<file path="src/rtl/dis_pal_pkg.sv">
// dis_pal_pkg: shared constants and FSM encodings for the dis_pal display blocks
package dis_pal_pkg;
    // Two PAL frame periods at the video clock
    localparam logic [23:0] TIMEOUT_DEFAULT = 24'd4_000_000;
    typedef enum logic {IDLE = 1'b0, PASS = 1'b1} state_t;
endpackage

</file>
<file path="src/rtl/dis_pal_wdt.sv">
// dis_pal_wdt: saturating watchdog counter, flags timeout at TIMEOUT-1
//   vst_clk, vst_rst_n : clock, async active-low reset
//   clr                : zero the counter
//   en                 : count enable
//   timeout            : counter has reached TIMEOUT-1
module dis_pal_wdt
    import dis_pal_pkg::*;
#(
    parameter logic [23:0] TIMEOUT = TIMEOUT_DEFAULT
) (
    input  logic vst_clk,
    input  logic vst_rst_n,
    input  logic clr,
    input  logic en,
    output logic timeout
);
    logic [23:0] wdt;
    assign timeout = wdt == TIMEOUT - 24'd1;
    always_ff @(posedge vst_clk or negedge vst_rst_n)
        if (!vst_rst_n) wdt <= '0;
        else if (clr) wdt <= '0;
        else if (en && !timeout) wdt <= wdt + 24'd1;
endmodule

</file>
<file path="src/rtl/dis_pal_vst_arbiter.sv">
// dis_pal_vst_arbiter: two-source Avalon-ST video arbiter with packet-boundary switching and watchdog failover
//   vst_clk, vst_rst_n         : clock, async active-low reset
//   s0_*/s1_*                  : upstream sources (data, valid, ready, sop, eop)
//   vst_*                      : forwarded stream to the PAL display write path
//   sel_src                    : software-preferred source
//   cur_src                    : currently granted source
//   in_packet                  : high while forwarding a packet
//   failover                   : set on watchdog timeout, cleared by any sel_src change
module dis_pal_vst_arbiter
    import dis_pal_pkg::*;
#(
    parameter int          DATA_WIDTH  = 10,
    parameter logic [23:0] TIMEOUT     = TIMEOUT_DEFAULT,
    parameter bit          DRAIN_OTHER = 1'b1
) (
    input  logic                  vst_clk,
    input  logic                  vst_rst_n,
    input  logic [DATA_WIDTH-1:0] s0_data,
    input  logic                  s0_valid,
    output logic                  s0_ready,
    input  logic                  s0_startofpacket,
    input  logic                  s0_endofpacket,
    input  logic [DATA_WIDTH-1:0] s1_data,
    input  logic                  s1_valid,
    output logic                  s1_ready,
    input  logic                  s1_startofpacket,
    input  logic                  s1_endofpacket,
    output logic [DATA_WIDTH-1:0] vst_data,
    output logic                  vst_valid,
    input  logic                  vst_ready,
    output logic                  vst_startofpacket,
    output logic                  vst_endofpacket,
    input  logic                  sel_src,
    output logic                  cur_src,
    output logic                  in_packet,
    output logic                  failover
);
    state_t state, state_nx;
    logic run, sel_src_d, g_valid, g_ready, acc, sop_acc, eop_acc, timeout, switch_src;

    always_comb begin
        g_valid           = cur_src ? s1_valid : s0_valid;
        vst_data          = cur_src ? s1_data : s0_data;
        vst_startofpacket = cur_src ? s1_startofpacket : s0_startofpacket;
        vst_endofpacket   = cur_src ? s1_endofpacket : s0_endofpacket;
        // run gates all handshakes so readies stay low until the first edge after reset
        g_ready           = run & ((state == IDLE & !vst_startofpacket) | vst_ready);
        vst_valid         = run & g_valid & (state == PASS | vst_startofpacket);
        s0_ready          = cur_src ? (run & DRAIN_OTHER) : g_ready;
        s1_ready          = cur_src ? g_ready : (run & DRAIN_OTHER);
        acc               = vst_valid & vst_ready;
        sop_acc           = acc & vst_startofpacket;
        eop_acc           = acc & vst_endofpacket;
        switch_src        = state == IDLE & !acc & !failover & (sel_src != cur_src) & !timeout;
        state_nx          = (timeout | eop_acc) ? IDLE : sop_acc ? PASS : state;
        in_packet         = state == PASS;
    end

    always_ff @(posedge vst_clk or negedge vst_rst_n)
        if (!vst_rst_n) begin
            run       <= 1'b0;
            state     <= IDLE;
            cur_src   <= 1'b0;
            failover  <= 1'b0;
            sel_src_d <= 1'b0;
        end else begin
            run       <= 1'b1;
            state     <= state_nx;
            cur_src   <= timeout ? !cur_src : switch_src ? sel_src : cur_src;
            failover  <= timeout | (failover & (sel_src_d == sel_src));
            // holding sel_src_d across a timeout lets a coincident sel_src edge clear failover one cycle later
            sel_src_d <= timeout ? sel_src_d : sel_src;
        end

    dis_pal_wdt #(.TIMEOUT(TIMEOUT)) u_wdt (
        .vst_clk  (vst_clk),
        .vst_rst_n(vst_rst_n),
        .clr      (sop_acc | switch_src | timeout),
        .en       (1'b1),
        .timeout  (timeout)
    );
endmodule

</file>
<file path="config.mk">
export PLATFORM = sky130hd
export DESIGN_NAME = dis_pal_vst_arbiter
export DESIGN_NICKNAME = d
export VERILOG_FILES = /design/src/rtl/dis_pal_pkg.sv /design/src/rtl/dis_pal_wdt.sv /design/src/rtl/dis_pal_vst_arbiter.sv
export SDC_FILE = /design/constraint.sdc
export NUM_CORES = 1
export LEC_CHECK = 0
export BUFFER_PORTS_ARGS = -buffer_cell sky130_fd_sc_hd__buf_2
export CORE_MARGIN = 4
export CORE_UTILIZATION = 46
export DETAILED_ROUTE_END_ITERATION = 12
export GPL_ROUTABILITY_DRIVEN = 0
export PLACE_DENSITY_LB_ADDON = 0.05
export SLEW_MARGIN = 0
export SYNTH_ARGS = -nofsm -noshare
export SYNTH_HDL_FRONTEND = slang
export SYNTH_SLANG_ARGS = --single-unit
</file>
<file path="constraint.sdc">
create_clock -name vst_clk -period 2 [get_ports vst_clk]
set_clock_uncertainty 0.05 [all_clocks]
set_input_delay 0 -clock vst_clk [delete_from_list [all_inputs] [get_ports vst_clk]]
set_output_delay 0 -clock vst_clk [all_outputs]
set_load 0.02 [all_outputs]
</file>
==> results.tsv <==
metric	value	unit
ff2ff_path_depth	5	
rrSetupSlack	0.03	ns
place.detailed.instances	268	
max_clock_freq	508	MHz
fin_util	63.9	%
worstPathArrival	2.17	ns
netlist_instances	171	
fin_cells	284	
critPathCaptureType	flop	
path_delay_family	simple AND/OR/NAND/NOR gates	
minimum_clock_period	1.97	ns
globalRouteTotalUtil	18.7	%
crit_slowest_cell	or4_4	
detail_route.iter0.violations	81	
hold_viol	0	
busiest_layer	met2	
run_status	completed	
critical_path_buf_inv_count	0	
grt_start_max_net_pins	30	
drtAntennaViolNets	0	
internal_power	1.25	mW
mappedNetlistNets	202	
fp-row-count	21	
p_seq_share	36.2	%
gr-usage-met1	21.7	%
io_pins	48	
worst_setup_path_startpoint	u_wdt.wdt[0]	
hpwlAfterDp	2950	um
cts_bufs_inserted	5	
synth_sequential_area_ratio	43.7	%
cts_sinks	29	
n_antenna_cell	0	
use_met3	5.58	%
ctsHtreeMaxLevel	2	
unrepaired_setup_endpoints_after_global_routing	yes	
final_nets	268	
wl_per_cell	14.2	um
slew_violations	0	
synth_area_per_cell	9.72	sq um
max_slew.worst_pin.slew	0.644	ns
synth-adder-area-share	0.753	%
vias_per_cell	5.50	
drtPass1Iterations	4	
yosys_warnings	0	
worst_setup_hold_path_clk_slew	0.10	ns
ffs_w_async_s_r_synth	100	%
layout_common_cells	47 x buf_2, 27 x dfrtp_1, 16 x nor2_1	
final_common_cell	buf_2	
number_of_antenna_violations_at_the_first_check_in_global_routing	0	
crit_path_cell_trace	ha_4, nand2_4, or4_4, or4_4, a21oi_2	
portBuffers	47	
leakage	0.976	nW
areaGrowthSynthToFinish	31.4	%
wp_data_required	2.21	ns
synth_top_family_by_area	simple AND/OR/NAND/NOR gates	
crit-reg2reg-launch	u_wdt.wdt[0]	
finalSetupViolCount	0	
drc	0	
cts_root_buf	clkbuf_4	
met2_usage	32.3	%
synthSimpleGateAreaFrac	21.6	%
final.period_utilization	98.4	%
crit_path_start_kind	flop	
yosysUniqueCellTypes	39	
synthXorXnorAreaFrac	6.33	%
holdCritPathClass	in -> reg	
r2r_end	u_wdt.wdt[22]	
power.net_switching	760	uW
final_layout_size_suffix_gt1_share	40.8	%
clock_tree_buf_depth	2	
yosys-mux-area-fraction	9.49	%
cap_violations	0	
synth.cell_area	1660	sq um
yosys_register_bits	29	
fp.dieH	68.1	um
cell_count_along_the_critical_path	5	
timing.critical_path.fanout_max	11	
critPathMaxStageDelay	0.51	ns
synth_edf_count	0	
drt-total-wl	4050	um
power_switching_share	37.9	%
vias	1562	
clkPwrFrac	20.4	%
clkLatencyLatePin	0.33	ns
timing.slew.headroom	57.1	%
via_count_of_the_first_global_routing_pass	1457	
pwr-share-comb	43.4	%
synth-main-ff-cell	dfrtp_1	
grt_remaining_overflow	0	
core_region_area	3420	sq um
die_area	4640	sq um
synth-compound-area-share	14.0	%
clock_tree_from_tritoncts	built	
worst_path_most_repeated_cell	or4_4	
timing.critical_path.to	u_wdt.wdt[22]	
holdPathStages	4	
p_per_area	919	nW/um^2
peakVddDrop	0.000546	V
initial_core_utilization	48.6	%
worstSetupPathType	reg -> reg	
dieWidth	68.1	um
grt_first_pass_wirelength	6430	um
repair_timing:
item	CTS	global route
hold buffers	4	0
hold endpoints to repair	32	0
endpoints found under the setup margin	2	12
resized for setup	2	6
pin swaps	0	1
buffers inserted	2	2
synth_stat cells (all sizes together), types with 2 or more instances:
master  count  area, sq um
o31a        2         17.5
clkbuf      5         18.8
nor4b       2         17.5
buf         3         20.0
o31ai       5         37.5
xor2        5         43.8
nand3       8         52.6
or4         7         60.1
nor2       16         60.1
xnor2       7         61.3
mux2       14          158
nor3        3         15.0
a21oi      12         63.8
dfrtp      29          726
and4        2         17.5
inv         7         26.3
nand4       4         25.0
o21ai       8         40.0
and2        2         12.5
nor4        2         12.5
nand2       8         30.0
or3         8         50.1
a21boi      2         15.0
cells by family after synthesis:
logic type | count (synthesis)
other | 1
buffers and inverters | 15
AO/OA/AOI/OAI | 36
multiplexers | 14
XOR/XNOR | 12
adder cells (fa/ha/maj) | 1
flip-flops | 29
AND/OR/NAND/NOR | 63
sequential cells by signal (all words and copies together), names as in the netlist:
name,flops
u_wdt.wdt,24
run,1
failover,1
in_packet,1
cur_src,1
sel_src_d,1
final cells by class:
cell class,count,area (sq um)
Fill cell,301,1230
Multi-Input combinational cell,127,902
Sequential cell,29,728
Timing Repair Buffer,67,399
Clock buffer,7,65.1
Tap cell,46,57.6
Inverter,7,26.3
Clock inverter,1,5.00
worst min-delay path: stages:
cell and delay (ns):
buf_2 0.07, mux2_2 0.17, and2_1 0.15, a211oi_1 0.07
metal layers:
| layer | vias up | share of wire (%) |
|---|---|---|
| li1 | 758 | - |
| met1 | 776 | 42 |
| met2 | 21 | 54 |
| met3 | 7 | 2.7 |
| met4 | 0 | 1.7 |
| met5 | - | 0 |
metrics by stage:
stage	power [mW]	setup TNS, ns	hold slack, ns	cell area, sq um	worst slack [ns]
after floorplan	1.24	0	-0.346	1670	0.00794
after global placement	1.49	0	-0.00450	2010	0.0429
after detailed placement	1.50	-0.0813	0.0189	2010	-0.0705
after CTS	1.96	-0.0168	0.0996	2140	-0.0168
after global routing	2.14	-0.0305	0.158	2180	-0.0305
final	2.01	0	0.124	2180	0.0322
power by group through the flow:
stage | Combinational (mW) | Sequential, mW | Clock (mW)
after detailed placement | 0.774 | 0.728 | 0
after global routing | 0.956 | 0.736 | 0.444
after floorplan | 0.512 | 0.729 | 0
after global placement | 0.767 | 0.720 | 0
after CTS | 0.825 | 0.710 | 0.425
final | 0.871 | 0.727 | 0.409
worst min-delay path by stage:
| stage | start | endpoint | slack [ns] |
|---|---|---|---|
| 5_1_grt | s1_valid | in_packet | 0.16 |
| 2_1_floorplan | vst_rst_n | cur_src | -0.35 |
| 6_report | s1_valid | in_packet | 0.12 |
| 3_3_place_gp | vst_rst_n | u_wdt.wdt[18] | -0.005 |
| 4_1_cts | s0_valid | in_packet | 0.1 |
| 3_5_place_dp | vst_rst_n | u_wdt.wdt[20] | 0.02 |
Power figures use the tool's default switching activity.
